===== src/rtl/alu_wide_sequencer_pkg.sv =====
// Shared ALU definitions and wide-sequencer helpers: opcode/flag encodings,
// sequencer states, supported-op check and per-word opcode mapping.
package alu_wide_sequencer_pkg;

  localparam int ALU_W = 8;
  localparam int ALU_OPER_W = 4;
  localparam int FLAGS_W = 4;

  localparam int FLAG_C = 0;
  localparam int FLAG_Z = 1;
  localparam int FLAG_N = 2;
  localparam int FLAG_V = 3;

  typedef enum logic [ALU_OPER_W-1:0] {
    enum_alu_oper_add = 4'd0,
    enum_alu_oper_adc = 4'd1,
    enum_alu_oper_sub = 4'd2,
    enum_alu_oper_sbc = 4'd3,
    enum_alu_oper_cmp = 4'd4,
    enum_alu_oper_and = 4'd5,
    enum_alu_oper_orr = 4'd6,
    enum_alu_oper_xor = 4'd7,
    enum_alu_oper_lsl = 4'd8,
    enum_alu_oper_lsr = 4'd9,
    enum_alu_oper_rol = 4'd10,
    enum_alu_oper_ror = 4'd11
  } alu_oper_e;

  typedef enum logic [1:0] {
    SEQ_IDLE = 2'd0,
    SEQ_RUN  = 2'd1,
    SEQ_FIN  = 2'd2
  } seq_state_e;

  // Shifts and rotates move bits across word boundaries, so they cannot be chained.
  function automatic logic oper_supported(input logic [ALU_OPER_W-1:0] oper);
    case (oper)
      enum_alu_oper_add, enum_alu_oper_adc, enum_alu_oper_sub, enum_alu_oper_sbc,
      enum_alu_oper_cmp, enum_alu_oper_and, enum_alu_oper_orr, enum_alu_oper_xor:
        oper_supported = 1'b1;
      default:
        oper_supported = 1'b0;
    endcase
  endfunction

  function automatic logic [ALU_OPER_W-1:0] word_oper(input logic [ALU_OPER_W-1:0] oper,
                                                       input logic first);
    word_oper = oper;
    if (!first) begin
      case (oper)
        enum_alu_oper_add, enum_alu_oper_adc:
          word_oper = enum_alu_oper_adc;
        enum_alu_oper_sub, enum_alu_oper_sbc, enum_alu_oper_cmp:
          word_oper = enum_alu_oper_sbc;
        default:
          word_oper = oper;
      endcase
    end
  endfunction

endpackage


===== src/rtl/alu_wide_sequencer_alu.sv =====
// Single-word ALU. Subtract carry means "no borrow"; logic ops pass carry through.
module alu
  import alu_wide_sequencer_pkg::*;
(
  input  logic [ALU_OPER_W-1:0] oper,
  input  logic [ALU_W-1:0]      a,
  input  logic [ALU_W-1:0]      b,
  input  logic                  carry,
  output logic [ALU_W-1:0]      result,
  output logic                  c,
  output logic                  z
);

  logic [ALU_W:0] sum;

  always_comb begin
    sum    = '0;
    result = '0;
    c      = carry;
    case (oper)
      enum_alu_oper_add: sum = {1'b0, a} + {1'b0, b};
      enum_alu_oper_adc: sum = {1'b0, a} + {1'b0, b} + {{ALU_W{1'b0}}, carry};
      enum_alu_oper_sub,
      enum_alu_oper_cmp: sum = {1'b0, a} + {1'b0, ~b} + {{ALU_W{1'b0}}, 1'b1};
      enum_alu_oper_sbc: sum = {1'b0, a} + {1'b0, ~b} + {{ALU_W{1'b0}}, carry};
      enum_alu_oper_and: sum = {carry, a & b};
      enum_alu_oper_orr: sum = {carry, a | b};
      enum_alu_oper_xor: sum = {carry, a ^ b};
      enum_alu_oper_lsl: sum = {a, 1'b0};
      enum_alu_oper_lsr: sum = {a[0], 1'b0, a[ALU_W-1:1]};
      enum_alu_oper_rol: sum = {a, carry};
      enum_alu_oper_ror: sum = {a[0], carry, a[ALU_W-1:1]};
      default:           sum = {carry, a};
    endcase
    result = sum[ALU_W-1:0];
    c      = sum[ALU_W];
    z      = (result == '0);
  end

endmodule


===== src/rtl/alu_wide_sequencer.sv =====
// Runs one NUM_WORDS-wide operation through a single word ALU, LS word first,
// chaining carry and accumulating Z, with a start/busy/done handshake.
module alu_wide_sequencer
  import alu_wide_sequencer_pkg::*;
#(
  parameter int NUM_WORDS = 2,
  parameter int WORD_W    = ALU_W
) (
  input  logic                        clk,
  input  logic                        reset_n,
  input  logic                        start,
  input  logic [ALU_OPER_W-1:0]       oper,
  input  logic [NUM_WORDS*WORD_W-1:0] a_in,
  input  logic [NUM_WORDS*WORD_W-1:0] b_in,
  input  logic [FLAGS_W-1:0]          proc_flags_in,
  output logic                        busy,
  output logic                        done,
  output logic                        err,
  output logic [NUM_WORDS*WORD_W-1:0] out,
  output logic [FLAGS_W-1:0]          proc_flags_out
);

  localparam int IDX_W  = $clog2(NUM_WORDS);
  localparam int WIDE_W = NUM_WORDS * WORD_W;

  seq_state_e state, state_next;

  logic [WIDE_W-1:0]     a_lat, b_lat;
  logic [ALU_OPER_W-1:0] oper_lat, alu_oper;
  logic [FLAGS_W-1:0]    flags_lat, flags_fin;
  logic [IDX_W-1:0]      idx;
  logic                  z_acc, c_cur, last_word;
  logic [WORD_W-1:0]     a_word, b_word, alu_result;
  logic                  alu_c, alu_z;

  assign a_word    = a_lat[int'(idx)*WORD_W +: WORD_W];
  assign b_word    = b_lat[int'(idx)*WORD_W +: WORD_W];
  assign alu_oper  = word_oper(oper_lat, idx == '0);
  assign last_word = (idx == IDX_W'(NUM_WORDS - 1));
  assign busy      = (state == SEQ_RUN);
  assign done      = (state == SEQ_FIN);

  alu u_alu (
    .oper   (alu_oper),
    .a      (a_word),
    .b      (b_word),
    .carry  (c_cur),
    .result (alu_result),
    .c      (alu_c),
    .z      (alu_z)
  );

  always_comb begin
    flags_fin         = flags_lat;
    flags_fin[FLAG_C] = alu_c;
    flags_fin[FLAG_Z] = z_acc & alu_z;
  end

  always_comb begin
    state_next = state;
    case (state)
      SEQ_IDLE: if (start) state_next = oper_supported(oper) ? SEQ_RUN : SEQ_FIN;
      SEQ_RUN:  if (last_word) state_next = SEQ_FIN;
      SEQ_FIN:  state_next = SEQ_IDLE;
      default:  state_next = SEQ_IDLE;
    endcase
  end

  // Operand latches carry no reset; they are only read after an accepted start.
  always_ff @(posedge clk) begin
    if (state == SEQ_IDLE && start) begin
      a_lat     <= a_in;
      b_lat     <= b_in;
      oper_lat  <= oper;
      flags_lat <= proc_flags_in;
    end
  end

  always_ff @(posedge clk) begin
    if (!reset_n) begin
      state          <= SEQ_IDLE;
      err            <= 1'b0;
      out            <= '0;
      proc_flags_out <= '0;
      idx            <= '0;
      z_acc          <= 1'b1;
      c_cur          <= 1'b0;
    end else begin
      state <= state_next;
      case (state)
        SEQ_IDLE: begin
          if (start) begin
            idx   <= '0;
            z_acc <= 1'b1;
            c_cur <= proc_flags_in[FLAG_C];
            err   <= !oper_supported(oper);
            if (!oper_supported(oper)) begin
              out            <= a_in;
              proc_flags_out <= proc_flags_in;
            end
          end
        end
        SEQ_RUN: begin
          // cmp only sets flags; the destination keeps operand A.
          out[int'(idx)*WORD_W +: WORD_W] <= (oper_lat == enum_alu_oper_cmp) ? a_word : alu_result;
          c_cur <= alu_c;
          z_acc <= z_acc & alu_z;
          idx   <= idx + IDX_W'(1);
          if (last_word) proc_flags_out <= flags_fin;
        end
        default: ;
      endcase
    end
  end

endmodule


===== config.mk =====
export PLATFORM = sky130hd
export DESIGN_NAME = alu_wide_sequencer
export DESIGN_NICKNAME = d
export VERILOG_FILES = /design/src/rtl/alu_wide_sequencer_pkg.sv /design/src/rtl/alu_wide_sequencer_alu.sv /design/src/rtl/alu_wide_sequencer.sv
export SDC_FILE = /design/constraint.sdc
export NUM_CORES = 1
export LEC_CHECK = 0
export BUFFER_PORTS_ARGS = -buffer_cell sky130_fd_sc_hd__buf_2
export CAP_MARGIN = 20
export CORE_UTILIZATION = 35
export CTS_CLUSTER_SIZE = 10
export DETAILED_ROUTE_END_ITERATION = 10
export SLEW_MARGIN = 15
export SYNTH_ARGS = -nofsm -noshare
export SYNTH_HDL_FRONTEND = slang
export SYNTH_SLANG_ARGS = --single-unit
export TNS_END_PERCENT = 50

===== constraint.sdc =====
create_clock -name clk -period 6.19 [get_ports clk]
set_input_delay 0.3095 -clock clk [delete_from_list [all_inputs] [get_ports clk]]
set_output_delay 0.3095 -clock clk [all_outputs]
set_load 0.05 [all_outputs]

After elaboration in Yosys (flattened, before gate mapping)
Index checks and enable logic that the tools add are counted.

Register bits after elaboration: 66. Bits of input ports: 43. Output and inout bits: 23. Word-level logic and storage cells: 95.

Add/sub/neg operators: 7. Equality and inequality tests: 20. Shift-type cells: 4. Muxes and demuxes: 33. Bitwise operators: 5. Reduce and logical (&&, ||, !) cells: 15.

Operators with widths (count): $pmux W9 S11 (1); $neg A4 Y33 (1); $shift A8 B33 Y16 const A (1); $shiftx A8 B33 Y16 (1); $mux W16 (2); $pmux W16 S2 (1); $shiftx A16 B5 Y8 (2); $eq A4 B3 Y1 const B (5); $add A8 B8 Y9 (2); $add A9 B1 Y9 (2); $bwmux W16 (1); $eq A4 B2 Y1 const B (4); $eq A4 B4 Y1 const B (4); $mux W4 (4); $pmux W4 S2 (2); $mux W1 (14); $add A9 B1 Y9 const B (1); $and A8 B8 Y8 (1); $eq A4 B1 Y1 const B (2); $logic_not A4 Y1 (2); $logic_not A8 Y1 (1); $mux W8 (1); $not A8 Y8 (1); $or A8 B8 Y8 (1); 19 further kinds (27).

Logic depth before layout (Yosys ltp)
Depth in word-level cells: 11. Gate-level depth with buffers: 18. Gate-level depth less buffers: 16.

By module
A second synthesis with hierarchy kept.

Cells, all modules: 563. Area, all modules: 5233.8 µm².

Modules (own cells, without submodules): alu_wide_sequencer (times used 1, cells each 247, area an instance 3021.6 µm², seq. area each 1661.6 µm²); alu (times used 1, cells each 316, area an instance 2212.1 µm², seq. area each 0.0 µm²).

Least setup slack after synthesis
Ideal clock, no wire load.

Path type: register to register. From: reg idx. To: reg out[15]. Arrival: 3940 ps. Data required time: 6057 ps. Slack: 2118 ps. Stages on the path, launching flop included: 17. Path buffers: 3. Path through: dfxtp_1 buf_4 buf_2 buf_1 mux2i_1 ha_1 inv_1 fa_1 or2_2 a2111oi_2 nor3_1 o2111ai_1 o41ai_1 nand3b_1 a211o_1 a32oi_1 a21oi_1.

Cells in the longest elaborated chain, start to end: 9. Elaborated cells between the ends (all ways): 32. Classes of those cells: 6 x add/sub; 11 x eq/ne; 4 x shift; 5 x mux; 4 x bitwise; 2 x reduce/logical.

Ends and longest elaborated chain: from (decl) (RTL line alu_wide_sequencer.sv:31) `logic [IDX_W-1:0] idx;`; from (signal assigned) (RTL line alu_wide_sequencer.sv:108) `idx <= idx + IDX_W'(1);`; $shiftx A16 B5 Y8 (RTL line alu_wide_sequencer.sv:37) `assign b_word = b_lat[int'(idx)*WORD_W +: WORD_W];`; $not A8 Y8 (RTL line alu_wide_sequencer_alu.sv:24, alu_wide_sequencer_alu.sv:25); $add A8 B8 Y9 (RTL line alu_wide_sequencer_alu.sv:24, alu_wide_sequencer_alu.sv:25); $add A9 B1 Y9 (on tied branches) (RTL line alu_wide_sequencer_alu.sv:25, alu_wide_sequencer_alu.sv:24); $pmux W9 S11 (RTL line alu_wide_sequencer_alu.sv:20) `case (oper)`; $mux W8 (RTL line alu_wide_sequencer.sv:105) `out[int'(idx)*WORD_W +: WORD_W] <= (oper_lat == enum_alu_oper_cmp) ? a_word : alu_result;`; $shiftx A8 B33 Y16 (RTL line alu_wide_sequencer.sv:105); $bwmux W16 * (RTL line alu_wide_sequencer.sv:105); $pmux W16 S2 * (RTL line alu_wide_sequencer.sv:90) `case (state)`; to (signal assigned) (RTL line alu_wide_sequencer.sv:98) `out <= a_in;`; to (signal, indexed assignment) (RTL line alu_wide_sequencer.sv:105); to (decl) (RTL line alu_wide_sequencer.sv:19) `output logic [NUM_WORDS*WORD_W-1:0] out,`.

Every way passes the cells marked *; elsewhere a longest branch is shown, timed or not. A chain may end at the register's enable or synchronous reset.

Worst setup path in the final report
From: reg idx. To: reg out[4].

Same word-level chain as after synthesis.

==> Implementation_results.wiki <==
{| class="wikitable"
! Metric !! Value
|-
| Worst reg2reg path depth || 14
|-
| Max Root-Sink Buffers || 2
|-
| Delay of the slowest cell on the worst path || 0.76 ns
|-
| Number of max-slew violations in the final report || 0
|-
| Core area || 13,800 µm²
|-
| CP Buf/Inv Count || 1
|-
| Part of the cycle the worst path needs || 73.5%
|-
| Number of buffers created by CTS || 9
|-
| Path category of the worst min-delay check || input port to flop
|-
| Total of warnings raised by yosys || 0
|-
| H-tree depth reported by CTS || 3
|-
| R2r startpoint || idx
|-
| Min Hold Slack || 0.149 ns
|-
| Antenna violations before repair || 0
|-
| TritonCTS clock tree || done
|-
| Setup slack of the worst register-to-register path || 1.64 ns
|-
| Most frequent cells after synthesis || sky130_fd_sc_hd__nor2_1 (45), sky130_fd_sc_hd__edfxtp_1 (38), sky130_fd_sc_hd__nand2_1 (38), sky130_fd_sc_hd__inv_1 (32), sky130_fd_sc_hd__ha_1 (30)
|-
| Cell with the largest stage delay on the worst path || sky130_fd_sc_hd__dfxtp_1
|-
| Sum of net half-perimeters after detailed placement || 11,000 µm
|-
| Synth Net Count || 620
|-
| Number of distinct library cell variants in the gate-level netlist after synthesis || 79
|-
| Sequential cell area fraction in the yosys report || 33.6%
|-
| Remaining Overflow, GRT || 0
|-
| Maximum fanout encountered on the critical timing path || 12
|-
| Post-synthesis async set-or-reset flop share || 0%
|-
| Max-cap violations || 0
|-
| Area growth from synthesis to layout || 14.9%
|-
| Startpoint Class || flop
|-
| Critical hold path startpoint || oper[1]
|-
| Power density cells || 280 nW/µm²
|-
| Headroom to the max-slew limit || 32.2%
|-
| WL final || 14,600 µm
|-
| Leak pwr || 0.00231 µW
|-
| Final hold violation count || 0
|-
| Number of top-level pins || 66
|-
| Total number of vias || 4,547
|-
| Endpoint of the most critical register-to-register path || out[4]
|-
| Final weighted congestion in routability-driven placement || 0.969
|-
| FP Rows || 43
|-
| Cell type group with the largest total delay on the critical path || compound AO/OA/AOI/OAI gates
|-
| Total of flip-flops plus latches after synthesis || 64
|-
| Final setup violation count || 0
|-
| Sinks on Clock Net || 64
|-
| Horiz. Die Dim || 121 µm
|-
| Largest net degree at the start of global routing || 30
|-
| Final nets || 670
|-
| Number of global-route vias before repair || 4,320
|-
| Unrepaired setup endpoints after global routing || no
|-
| Critical-path cell list || mux2i_1 -> inv_1 -> fa_1 -> nand2_1 -> o21ai_0 -> ha_1 -> nand2_1 -> nor3_1 -> o21ai_0 -> a2111oi_0 -> a21oi_1 -> a21oi_1 -> a22oi_1 -> a21oi_1
|-
| Nature of the critical path endpoint || flop
|-
| Count of instances resized after the clock tree is built || 0
|-
| Wire length of the first global-routing pass || 23,200 µm
|-
| Number of flops mapped to enable cells by yosys || 38
|-
| Worst skew pair latency || 0.34 ns
|-
| Area enclosed by the die boundary || 14,600 µm²
|-
| Crit path kind || flop to flop
|-
| Most common cell on crit path || sky130_fd_sc_hd__a21oi_1
|-
| Top achievable clock speed || 220 MHz
|-
| Total DRC errors in the routed layout || 0
|-
| Synth area leaders || sky130_fd_sc_hd__edfxtp_1 (23%), sky130_fd_sc_hd__dfxtp_1 (11%), sky130_fd_sc_hd__ha_1 (7.6%)
|-
| Synth Instances || 545
|-
| Average wire per standard cell || 18.7 µm
|-
| Clock transition at path regs || 0.06 ns
|-
| Number of buffers added for setup after CTS || 0
|-
| All-Layer GR Usage || 20.7%
|-
| Worst endpoint data arrival time || 4.81 ns
|-
| Data required time of the critical path || 6.45 ns
|-
| Average cell area after synthesis || 9.08 µm²
|-
| Number of diodes || 0
|-
| Final worst clock skew || 0.00804 ns
|-
| Number of iterations in the first detailed-routing pass || 5
|-
| Hold EP || oper_lat[1]
|-
| Count of buffers inserted at the top-level ports || 65
|-
| Total Neg Setup Slack || 0 ns
|-
| Dominant register cell in the synthesized netlist || sky130_fd_sc_hd__edfxtp_1
|-
| Maximum vdd drop || 0.000151 V
|-
| Share of final-layout standard cells stronger than drive strength 1 || 18.8%
|-
| Post-synth top area share || 23.1%
|-
| Levels on crit path || 14
|-
| Number of hold buffers added after CTS || 0
|-
| Cell type with the highest aggregate area in the netlist || sky130_fd_sc_hd__edfxtp_1
|-
| Tightest Pin Transition || 1.01 ns
|-
| Die height || 121 µm
|-
| Via count normalized by instance count || 5.83
|-
| Worst Hold Path Cells || 1
|-
| Antenna Nets Post-Route || 0
|-
| Clk root buf || sky130_fd_sc_hd__clkbuf_16
|-
| Clock period minus worst slack || 4.55 ns
|-
| Outcome || finished, final reports clean
|-
| Iter 0 DRT Violations || 359
|-
| Most instantiated library cell after synthesis || sky130_fd_sc_hd__nor2_1
|-
| Cell area after synthesis || 4950 µm²
|-
| Starting density of the core || 35.8%
|}
[logic make-up after synthesis]
kind of cell	count (synthesis)	share of synthesized area, %
flip-flops	64	33.6
XOR/XNOR	19	4.07
adder cells (fa/ha/maj)	32	8.39
buffers and inverters	65	5.59
AO/OA/AOI/OAI	172	25.4
multiplexers	25	5.56
AND/OR/NAND/NOR	168	17.4
[sequential cells by signal (all words and copies together), names as in the netlist, 2 cells and up]
name            flops
a_lat              16
b_lat              16
out                16
oper_lat            4
proc_flags_out      4
flags_lat           2
state               2
[through the flow]
| stage | setup WS (ns) | power (µW) | utilization, % | instance area (µm²) | cells |
|---|---|---|---|---|---|
| 5_1_grt | 1.19 | 1680 | 41.1 | 5690 | 780 |
| 4_1_cts | 1.62 | 1590 | 41.1 | 5680 | 780 |
| 2_1_floorplan | 2.12 | 968 | - | 4950 | 545 |
| 3_5_place_dp | 1.61 | 1110 | 39.1 | 5400 | 764 |
| 6_report | 1.64 | 1590 | 41.1 | 5690 | 780 |
| 3_3_place_gp | 1.60 | 1110 | 39.1 | 5400 | 764 |
[worst register-to-register path, stage by stage, from the launching register on]
cell                        delay (ns)
sky130_fd_sc_hd__dfxtp_1          0.76
sky130_fd_sc_hd__mux2i_1          0.65
sky130_fd_sc_hd__inv_1            0.29
sky130_fd_sc_hd__fa_1             0.66
sky130_fd_sc_hd__nand2_1          0.06
sky130_fd_sc_hd__o21ai_0          0.12
sky130_fd_sc_hd__ha_1             0.28
sky130_fd_sc_hd__nand2_1          0.07
sky130_fd_sc_hd__nor3_1           0.20
sky130_fd_sc_hd__o21ai_0          0.13
sky130_fd_sc_hd__a2111oi_0        0.51
sky130_fd_sc_hd__a21oi_1          0.11
sky130_fd_sc_hd__a21oi_1          0.34
sky130_fd_sc_hd__a22oi_1          0.12
sky130_fd_sc_hd__a21oi_1          0.19
[layout make-up]
cell class | count | area (µm²)
Fill cell | 1347 | 8140
Multi-Input combinational cell | 416 | 3020
Sequential cell | 64 | 1660
Timing Repair Buffer | 72 | 378
Clock buffer | 11 | 254
Tap cell | 180 | 225
Inverter | 32 | 120
Clock inverter | 5 | 28.8
[cells in the final DEF (no fill, tap or decap), drive strengths merged, types with 8 or more instances in the layout]
| cell | synthesis | final |
|---|---|---|
| buf | 16 | 72 |
| nor2 | 46 | 46 |
| nand2 | 38 | 38 |
| edfxtp | 38 | 38 |
| inv | 32 | 33 |
| ha | 30 | 30 |
| a21oi | 30 | 30 |
| o21ai | 30 | 30 |
| dfxtp | 26 | 26 |
| mux2i | 23 | 23 |
| nand2b | 16 | 16 |
| a22oi | 15 | 15 |
| a211oi | 14 | 14 |
| xnor2 | 13 | 13 |
| clkbuf | 17 | 11 |
| nor3 | 11 | 11 |
| nand3 | 8 | 8 |
| o211ai | 8 | 8 |
[worst max path at each step]
stage,start,to,slack (ns)
2_1_floorplan,idx,out[15],2.12
3_3_place_gp,idx,proc_flags_out[0],1.60
3_5_place_dp,idx,proc_flags_out[0],1.61
4_1_cts,idx,proc_flags_out[0],1.62
5_1_grt,idx,out[4],1.19
6_report,idx,out[4],1.64
[power by group]
group          switching (µW)  internal, µW
Sequential               26.1           490
Clock                     185           293
Combinational             385           214
Total                     596           997
[metal layers]
metal	vias to the layer above	wire length (µm)	part of all wire, %	global-route usage [%]
li1	2136	-	-	-
met4	0	687	4.7	11.8
met1	2134	6230	43	26.7
met5	-	0	0	0
met2	229	6650	45	32.4
met3	48	1050	7.2	3.90
(Power assumes the default switching activity.)
